<file path="src/rtl/buzz_pkg.sv">
// Shared definitions for the key-beep player: FSM encoding, key codes,
// counter widths and the default tone half-period table.
package buzz_pkg;

    typedef enum logic [1:0] {
        ST_IDLE = 2'd0,
        ST_ON   = 2'd1,
        ST_OFF  = 2'd2
    } state_t;

    localparam int DUR_W  = 23;
    localparam int TONE_W = 15;
    localparam int REM_W  = 3;

    localparam logic [2:0] KEY_1 = 3'd1;
    localparam logic [2:0] KEY_2 = 3'd2;
    localparam logic [2:0] KEY_3 = 3'd3;
    localparam logic [2:0] KEY_4 = 3'd4;

    // Half-periods at 50 MHz for 1 / 1.5 / 2 / 2.5 kHz.
    localparam int TONE1_HALF_DEF = 25_000;
    localparam int TONE2_HALF_DEF = 16_667;
    localparam int TONE3_HALF_DEF = 12_500;
    localparam int TONE4_HALF_DEF = 10_000;

    function automatic logic is_valid_key(input logic [2:0] key);
        return (key >= KEY_1) && (key <= KEY_4);
    endfunction

endpackage

</file>
<file path="src/rtl/buzz_player_tone_gen.sv">
// Square-wave generator: while enabled, toggles wave every `half` cycles;
// when disabled, the counter and the wave are parked at 0.
module tone_gen
    import buzz_pkg::*;
(
    input  logic              clk,
    input  logic              rst,
    input  logic              enable,
    input  logic [TONE_W-1:0] half,
    output logic              wave
);

    logic [TONE_W-1:0] cnt;

    // NOTE: sequential state uses non-blocking assignments so every flop
    // samples the pre-edge values, independent of block ordering.
    always_ff @(posedge clk or posedge rst) begin
        if (rst) begin
            cnt  <= '0;
            wave <= 1'b0;
        end else if (!enable) begin
            cnt  <= '0;
            wave <= 1'b0;
        end else if (cnt == half - TONE_W'(1)) begin
            cnt  <= '0;
            wave <= ~wave;
        end else begin
            cnt  <= cnt + TONE_W'(1);
        end
    end

endmodule

</file>
<file path="src/rtl/buzz_player.sv">
// Key-feedback beeper: a valid key code k plays k beeps of tone k, each
// followed by a silent gap; a new valid code restarts the sequence at once.
module buzz_player
    import buzz_pkg::*;
#(
    parameter int unsigned BEEP_MAX   = 4_999_999,
    parameter int unsigned GAP_MAX    = 4_999_999,
    parameter int unsigned TONE1_HALF = TONE1_HALF_DEF,
    parameter int unsigned TONE2_HALF = TONE2_HALF_DEF,
    parameter int unsigned TONE3_HALF = TONE3_HALF_DEF,
    parameter int unsigned TONE4_HALF = TONE4_HALF_DEF
) (
    input  logic       clk,
    input  logic       rst,
    input  logic [2:0] key_val,
    output logic       buzz,
    output logic       busy,
    output logic       done
);

    localparam logic [DUR_W-1:0] BEEP_LIM = DUR_W'(BEEP_MAX);
    localparam logic [DUR_W-1:0] GAP_LIM  = DUR_W'(GAP_MAX);

    state_t             state, state_next;
    logic [DUR_W-1:0]   dur, dur_next;
    logic [REM_W-1:0]   rem, rem_next;
    logic [2:0]         code, code_next;
    logic               done_next;
    logic               restart;
    logic               tone_run;
    logic [TONE_W-1:0]  half;

    // NOTE: every always_comb output gets a default first so no path can
    // leave a signal unassigned and infer a latch.
    always_comb begin
        state_next = state;
        dur_next   = dur;
        rem_next   = rem;
        code_next  = code;
        done_next  = 1'b0;
        restart    = is_valid_key(key_val);

        if (restart) begin
            state_next = ST_ON;
            dur_next   = '0;
            rem_next   = key_val;
            code_next  = key_val;
        end else begin
            unique case (state)
                ST_ON: begin
                    if (dur == BEEP_LIM) begin
                        state_next = ST_OFF;
                        dur_next   = '0;
                        rem_next   = rem - REM_W'(1);
                    end else begin
                        dur_next   = dur + DUR_W'(1);
                    end
                end
                ST_OFF: begin
                    if (dur == GAP_LIM) begin
                        dur_next = '0;
                        if (rem == '0) begin
                            state_next = ST_IDLE;
                            done_next  = 1'b1;
                        end else begin
                            state_next = ST_ON;
                        end
                    end else begin
                        dur_next = dur + DUR_W'(1);
                    end
                end
                default: begin
                    state_next = ST_IDLE;
                    dur_next   = '0;
                end
            endcase
        end

        // Tone only advances between two ON cycles of the same beep, so each
        // beep (and each restart) starts from a low wave and a zero counter.
        tone_run = (state == ST_ON) && (state_next == ST_ON) && !restart;

        unique case (code)
            KEY_2:   half = TONE_W'(TONE2_HALF);
            KEY_3:   half = TONE_W'(TONE3_HALF);
            KEY_4:   half = TONE_W'(TONE4_HALF);
            default: half = TONE_W'(TONE1_HALF);
        endcase
    end

    always_ff @(posedge clk or posedge rst) begin
        if (rst) begin
            state <= ST_IDLE;
            dur   <= '0;
            rem   <= '0;
            code  <= '0;
            busy  <= 1'b0;
            done  <= 1'b0;
        end else begin
            state <= state_next;
            dur   <= dur_next;
            rem   <= rem_next;
            code  <= code_next;
            busy  <= (state_next != ST_IDLE);
            done  <= done_next;
        end
    end

    tone_gen u_tone_gen (
        .clk    (clk),
        .rst    (rst),
        .enable (tone_run),
        .half   (half),
        .wave   (buzz)
    );

endmodule
</file>
<file path="config.mk">
export PLATFORM = sky130hd
export DESIGN_NAME = buzz_player
export DESIGN_NICKNAME = d
export VERILOG_FILES = /design/src/rtl/buzz_pkg.sv /design/src/rtl/buzz_player_tone_gen.sv /design/src/rtl/buzz_player.sv
export SDC_FILE = /design/constraint.sdc
export NUM_CORES = 1
export LEC_CHECK = 0
export CAP_MARGIN = 20
export CORE_MARGIN = 5
export CORE_UTILIZATION = 45
export DETAILED_ROUTE_END_ITERATION = 16
export SYNTH_ARGS = -nofsm -noshare
export SYNTH_HDL_FRONTEND = slang
export SYNTH_SLANG_ARGS = --single-unit
</file>
<file path="constraint.sdc">
create_clock -name clk -period 3 [get_ports clk]
set_input_delay 0.3 -clock clk [delete_from_list [all_inputs] [get_ports clk]]
set_output_delay 0.3 -clock clk [all_outputs]
set_load 0.02 [all_outputs]
</file>
# Yosys cells after proc, flatten, opt, wreduce, memory -nomap -nowiden
# Cells that the tools add are included.
dict set report word_totals {
  register_bits 49
  in_bits 5
  output_inout_bits 3
  word_cells 54
}
dict set report classes {
  addsub 4
  magnitude_cmp 2
  eq_ne 9
  muxes 20
  bitwise_logic 1
  reduce_logical 10
}
# op n
set ops {}
lappend ops {{$mux 23} 3}
lappend ops {{$pmux 15 s3} 1}
lappend ops {{$mux 15} 2}
lappend ops {{$add 23x1->23 const B} 1}
lappend ops {{$eq 23x23->1 const B} 1}
lappend ops {{$add 15x1->15 const B} 1}
lappend ops {{$eq 15x15->1} 1}
lappend ops {{$sub 15x1->15 const B} 1}
lappend ops {{$mux 3} 3}
lappend ops {{$mux 1} 7}
lappend ops {{$eq 3x2->1 const B} 2}
lappend ops {{$mux 2} 3}
lappend ops {{$reduce_bool 2->1} 3}
lappend ops {{$eq 2x1->1 const B} 2}
lappend ops {{$pmux 2 s2} 1}
lappend ops {{$eq 3x3->1 const B} 1}
lappend ops {{$ge 3x1->1 const B} 1}
lappend ops {{$le 3x3->1 const B} 1}
lappend ops {{$logic_and 1x1->1} 3}
lappend ops {{$logic_not 3->1} 1}
lappend ops {{$sub 3x1->3 const B} 1}
lappend ops {{$eq 2x2->1 const B} 1}
lappend ops {{$ne 2x2->1 const B} 1}
lappend ops {{$reduce_and 2->1} 1}
lappend ops {{other kinds (3)} 3}

# Longest topological paths before layout
# Gate-level depths: netlist of the first run.
dict set report logic_depth {
  depth_word 9
  mapped_depth 8
  depth_no_buf 7
}

# Cells and area by module
# A second synthesis of the first run with hierarchy kept.
dict set report unflattened {
  hier_cells 334
  area_unflattened_um2 3254.4
}
# module n_inst cells_per_inst area_per_inst_um2 seq_area_each_um2
set by_module_without_submodules {}
lappend by_module_without_submodules {buzz_player 1 186 1966.9 825.8}
lappend by_module_without_submodules {tone_gen 1 148 1287.5 400.4}

# Worst setup path before layout of the first run
# Ideal clock, no wire load.
dict set report synth_timing {
  kind {register -> register}
  start {reg code[1]}
  end {reg u_tone_gen.wave}
  setup_ns 0.123
  arrival_ns 2.355
  required_ns 2.877
  setup_slack_ns 0.522
  stages_incl_launch_ff 8
  n_path_buf 0
  period_less_slack_ns 2.478
  cell_sequence {dfrtp_1 or3b_2 ha_1 xor2_1 nand3b_1 a221o_1 or4_4 mux2i_1}
}
dict set report synth_between {
  elab_chain_len 5
  word_cells_on_any_way 7
  cone_classes {add/sub: 1; eq/ne: 5; mux: 1}
}
# element line_no
set synth_lines {}
lappend synth_lines {{start, declared} buzz_player.sv:27} ;# logic [2:0] code, code_next;
lappend synth_lines {{start signal, assigned} buzz_player.sv:103} ;# code <= code_next;
lappend synth_lines {{$eq 3x3->1 or $eq 3x2->1 (tied branches)} buzz_player.sv:83} ;# unique case (code)
lappend synth_lines {{$pmux 15 s3 (*)} buzz_player.sv:83}
lappend synth_lines {{$sub 15x1->15 (*)} buzz_player_tone_gen.sv:24} ;# end else if (cnt == half - TONE_W'(1)) begin
lappend synth_lines {{$eq 15x15->1 (*)} buzz_player_tone_gen.sv:24}
lappend synth_lines {{$ne 2x2->1 (no source line) (*)} --}
lappend synth_lines {{end signal, assigned} buzz_player_tone_gen.sv:26} ;# wave <= ~wave;
lappend synth_lines {{end, declared} buzz_player_tone_gen.sv:10} ;# output logic wave
# Every way passes the cells marked *; elsewhere a longest branch is shown, timed or not.
# A chain may end at the register's enable or synchronous reset.

# Worst setup path after layout of the first run
# Same ends and word-level chain as after synthesis.

==> flow_summary.yaml, run 1 <==
outcome:
  status: "completed"
placed_design:
  place_area_um2: 2840
  portBuffers: 7
  hpwl_um: 3580
  pre_cts_slack_ns: 0.395
  routabilityCongestion: 0.759
power_and_ir_drop:
  p_switching_uw: 347
  ir_worst_vdd_mv: 0.224
  power_frac_seq: 0.555
  p_clk_frac: 0.311
  pwr-share-comb: 0.134
  power_density_nw_per_um2: 432
  internal-power_uw: 918
  swShare: 0.275
  leakagePower_uw: 0.00117
floorplan:
  design.core.area_um2: 5850
  die_w_um: 86.9
  io_pins: 8
  die_height_um: 86.9
  dieArea_um2: 7560
  rows: 28
  start_util: 0.455
sta:
  timing.final.crit_share: 0.864
  fmax_mhz: 386
  setup_viol: 0
  fin_worst_skew_ns: 0.0130
  drv_slew: 0
  finalHoldViolCount: 0
  slew_headroom: 0.558
  tightestPinTransition_ns: 0.656
  final.min_clock_period_ns: 2.59
  fin_ws_ns: 0.408
  fin_tns_setup_ns: 0
  rsz0062_at_grt: "false"
clock_tree:
  clock-root-buffer: "clkbuf_8"
  cts_resized: 0
  numCtsBuffers: 5
  cts_hold_buf: 0
  htree_levels: 2
  clk_path_buf_depth: 2
  worstSkewPairLatency_ns: 0.30
  postCtsSetupRepairBufs: 0
  cts_tree: "yes"
  clkTransAtPathRegs_ns: 0.10
  cts.sinks: 49
logic_synthesis:
  yosysWarnings: 0
  yosys.area_share.simple: 0.289
  synth-async-reset-ratio: 1.00
  synth_top_area_cell: "dfrtp_1"
  muxShareOfSynthArea: 0.0160
  ys_seq_area_frac: 0.461
  syn_area_per_cell_um2: 9.61
  synthCells: 277
  ys.flop_type: "dfrtp_1"
  synth-seq-cells: 49
  synth_cell_types: 42
  synth_compound_area_frac: 0.0390
  synth_nets: 289
  yosys.area_share.adder: 0.0404
  synth_edf_count: 0
  synth_top_family_by_area: "simple AND/OR/NAND/NOR gates"
  synthTopCellsByArea: "dfrtp_1 (46%), xnor2_1 (6.9%), nor2_1 (5.9%)"
  synth_top_area_frac: 0.461
  synth_area_um2: 2660
  synth_xor_area_frac: 0.128
critical_path:
  cp_max_fo: 7
  cp.arrival_ns: 2.79
  critPathRequiredTime_ns: 3.19
  end_kind: "flip-flop"
  crit_path_start_kind: "flip-flop"
  worstSetupPathType: "reg -> reg"
grt:
  grt_first_pass_wirelength_um: 8940
  overflow: 0
  met3_usage: 0.0322
  grt_max_degree: 24
  use_met1: 0.200
  first_global_vias: 1930
  grt.busiest_layer: "met2"
  gr-usage-met2: 0.237
  antenna_found_initial: 0
  grt_usage: 0.148
layout:
  drive_gt1_frac: 0.0790
  fin_nets: 302
  final_core_util: 0.500
  syn2layout_area_growth_pct: 9.92
  seq_area_um2: 1230
  multi_input_area_um2: 1360
  post-route-cell-area_um2: 2930
  fillers: 566
  insertedDiodeCount: 0
routing:
  vias: 1917
  routed_wl_um: 4960
  post_drt_wl_per_cell_um: 13.5
  via_per_inst: 5.24
  final_antenna_net_count: 0
  drt_iter0_drc: 73
  drcViolationCount: 0
  firstDrtPassIters: 4
job:
  drv_cap: 0
hold_path:
  hold_path_class: "in -> async"
## logic make-up (layout without fill, tap and decap cells)
logic type | Yosys count | after routing
simple gates | 144 | 144
flops | 49 | 49
xor+xnor | 39 | 39
buf+inv | 18 | 32
compound gates | 14 | 14
fa+ha+maj | 9 | 9
mux | 4 | 4
## metal layers
metal / part of all wire / wire length, um / up-vias
li1: - / - / 980
met1: 0.49 / 2440 / 920
met2: 0.48 / 2360 / 13
met3: 0.022 / 109 / 4
met4: 0.0093 / 46 / 0
met5: 0 / 0 / -
## cells in the final DEF, fill, tap and decap left out, drive strengths merged, types with 2 or more instances in the layout
| cell | synthesis | routed |
|---|---|---|
| nor4 | 6 | 6 |
| o21ai | 2 | 2 |
| nand2 | 22 | 22 |
| xnor2 | 21 | 21 |
| buf | 4 | 6 |
| dfrtp | 49 | 49 |
| and4 | 6 | 6 |
| or2 | 2 | 2 |
| nor3b | 2 | 2 |
| a21oi | 2 | 2 |
| nor4bb | 2 | 2 |
| maj3 | 2 | 2 |
| nand4 | 6 | 6 |
| and3 | 2 | 2 |
| mux2 | 2 | 2 |
| clkbuf | 3 | 6 |
| o22ai | 2 | 2 |
| or3 | 2 | 2 |
| nor2 | 42 | 42 |
| inv | 11 | 12 |
| or3b | 2 | 2 |
| and2 | 2 | 2 |
| mux2i | 2 | 2 |
| nor3 | 21 | 21 |
| nand3b | 5 | 5 |
| xor2 | 18 | 18 |
| nor2b | 4 | 4 |
| nand2b | 2 | 2 |
| clkdlybuf4s50 | 0 | 7 |
| nand3 | 14 | 14 |
| ha | 7 | 7 |
## critical path, cell delays in order, from the launching register on
cell and delay, ns:
dfrtp_1 0.48, or3b_2 0.51, ha_1 0.31, xor2_1 0.14, nand3b_1 0.08, a221o_1 0.31
or4_4 0.52, mux2i_1 0.13
## flip-flops by register name, summed over array words and instances, names as in the netlist
signal	count
state	2
rem	3
u_tone_gen.wave	1
dur	23
u_tone_gen.cnt	15
busy	1
code	3
done	1
## per-stage QoR
stage | instances | total power [uW] | hold slack [ns]
2_1_floorplan | 277 | 836 | 0.430
3_3_place_gp | 358 | 887 | 0.479
3_5_place_dp | 358 | 888 | 0.481
4_1_cts | 366 | 1290 | 0.226
5_1_grt | 366 | 1340 | 0.243
6_report | 366 | 1260 | 0.231
## final timing paths
check                           startpoint         endpoint  slack, ns  cells after the start
worst max-delay path               code[1]  u_tone_gen.wave       0.41                      7
worst min-delay path                   rst         state[0]       0.23                      2
worst max register to register     code[1]  u_tone_gen.wave       0.41                      7
worst min register to register      dur[0]           dur[0]       0.49                      1
max in group asynchronous              rst           dur[7]       2.18                      3
min in group clk                    dur[0]           dur[0]       0.49                      1
## power groups by stage
stage	registers, uW	logic (uW)	clock network (uW)
CTS	702	173	415
detailed placement	716	172	0
global placement	715	172	0
global route	706	194	437
floorplan	715	121	0
finish	702	170	393
## synthesized netlist by cell type (all sizes together), types with 2 or more instances
cell,instances
nor4,6
nand4,6
o21ai,2
nor2,42
nand2,22
xor2,18
nor2b,4
nand3b,5
maj3,2
or3,2
and3,2
a21oi,2
inv,11
and4,6
clkbuf,3
or2,2
or3b,2
xnor2,21
ha,7
nor4bb,2
mux2,2
o22ai,2
nand3,14
and2,2
nand2b,2
buf,4
nor3,21
dfrtp,49
mux2i,2
nor3b,2
## area by class of cell
class / instances / share of cell area
clock buffers: 6 / 0.0248
flip-flops and latches: 49 / 0.419
repair buffers: 13 / 0.0393
multi-input cells: 210 / 0.466
clock inverters: 2 / 0.00470
well taps: 75 / 0.0321
inverters: 11 / 0.0141
Note: power is estimated with default switching activity, not from simulation.
==> run 2, diff against run 1 <==
Settings changed: SKIP_CTS_REPAIR_TIMING set to 1, SLEW_MARGIN set to 20.
==> results of run 2 <==
Same layout as run 1: the final DEF is identical, and so are final timing and power.
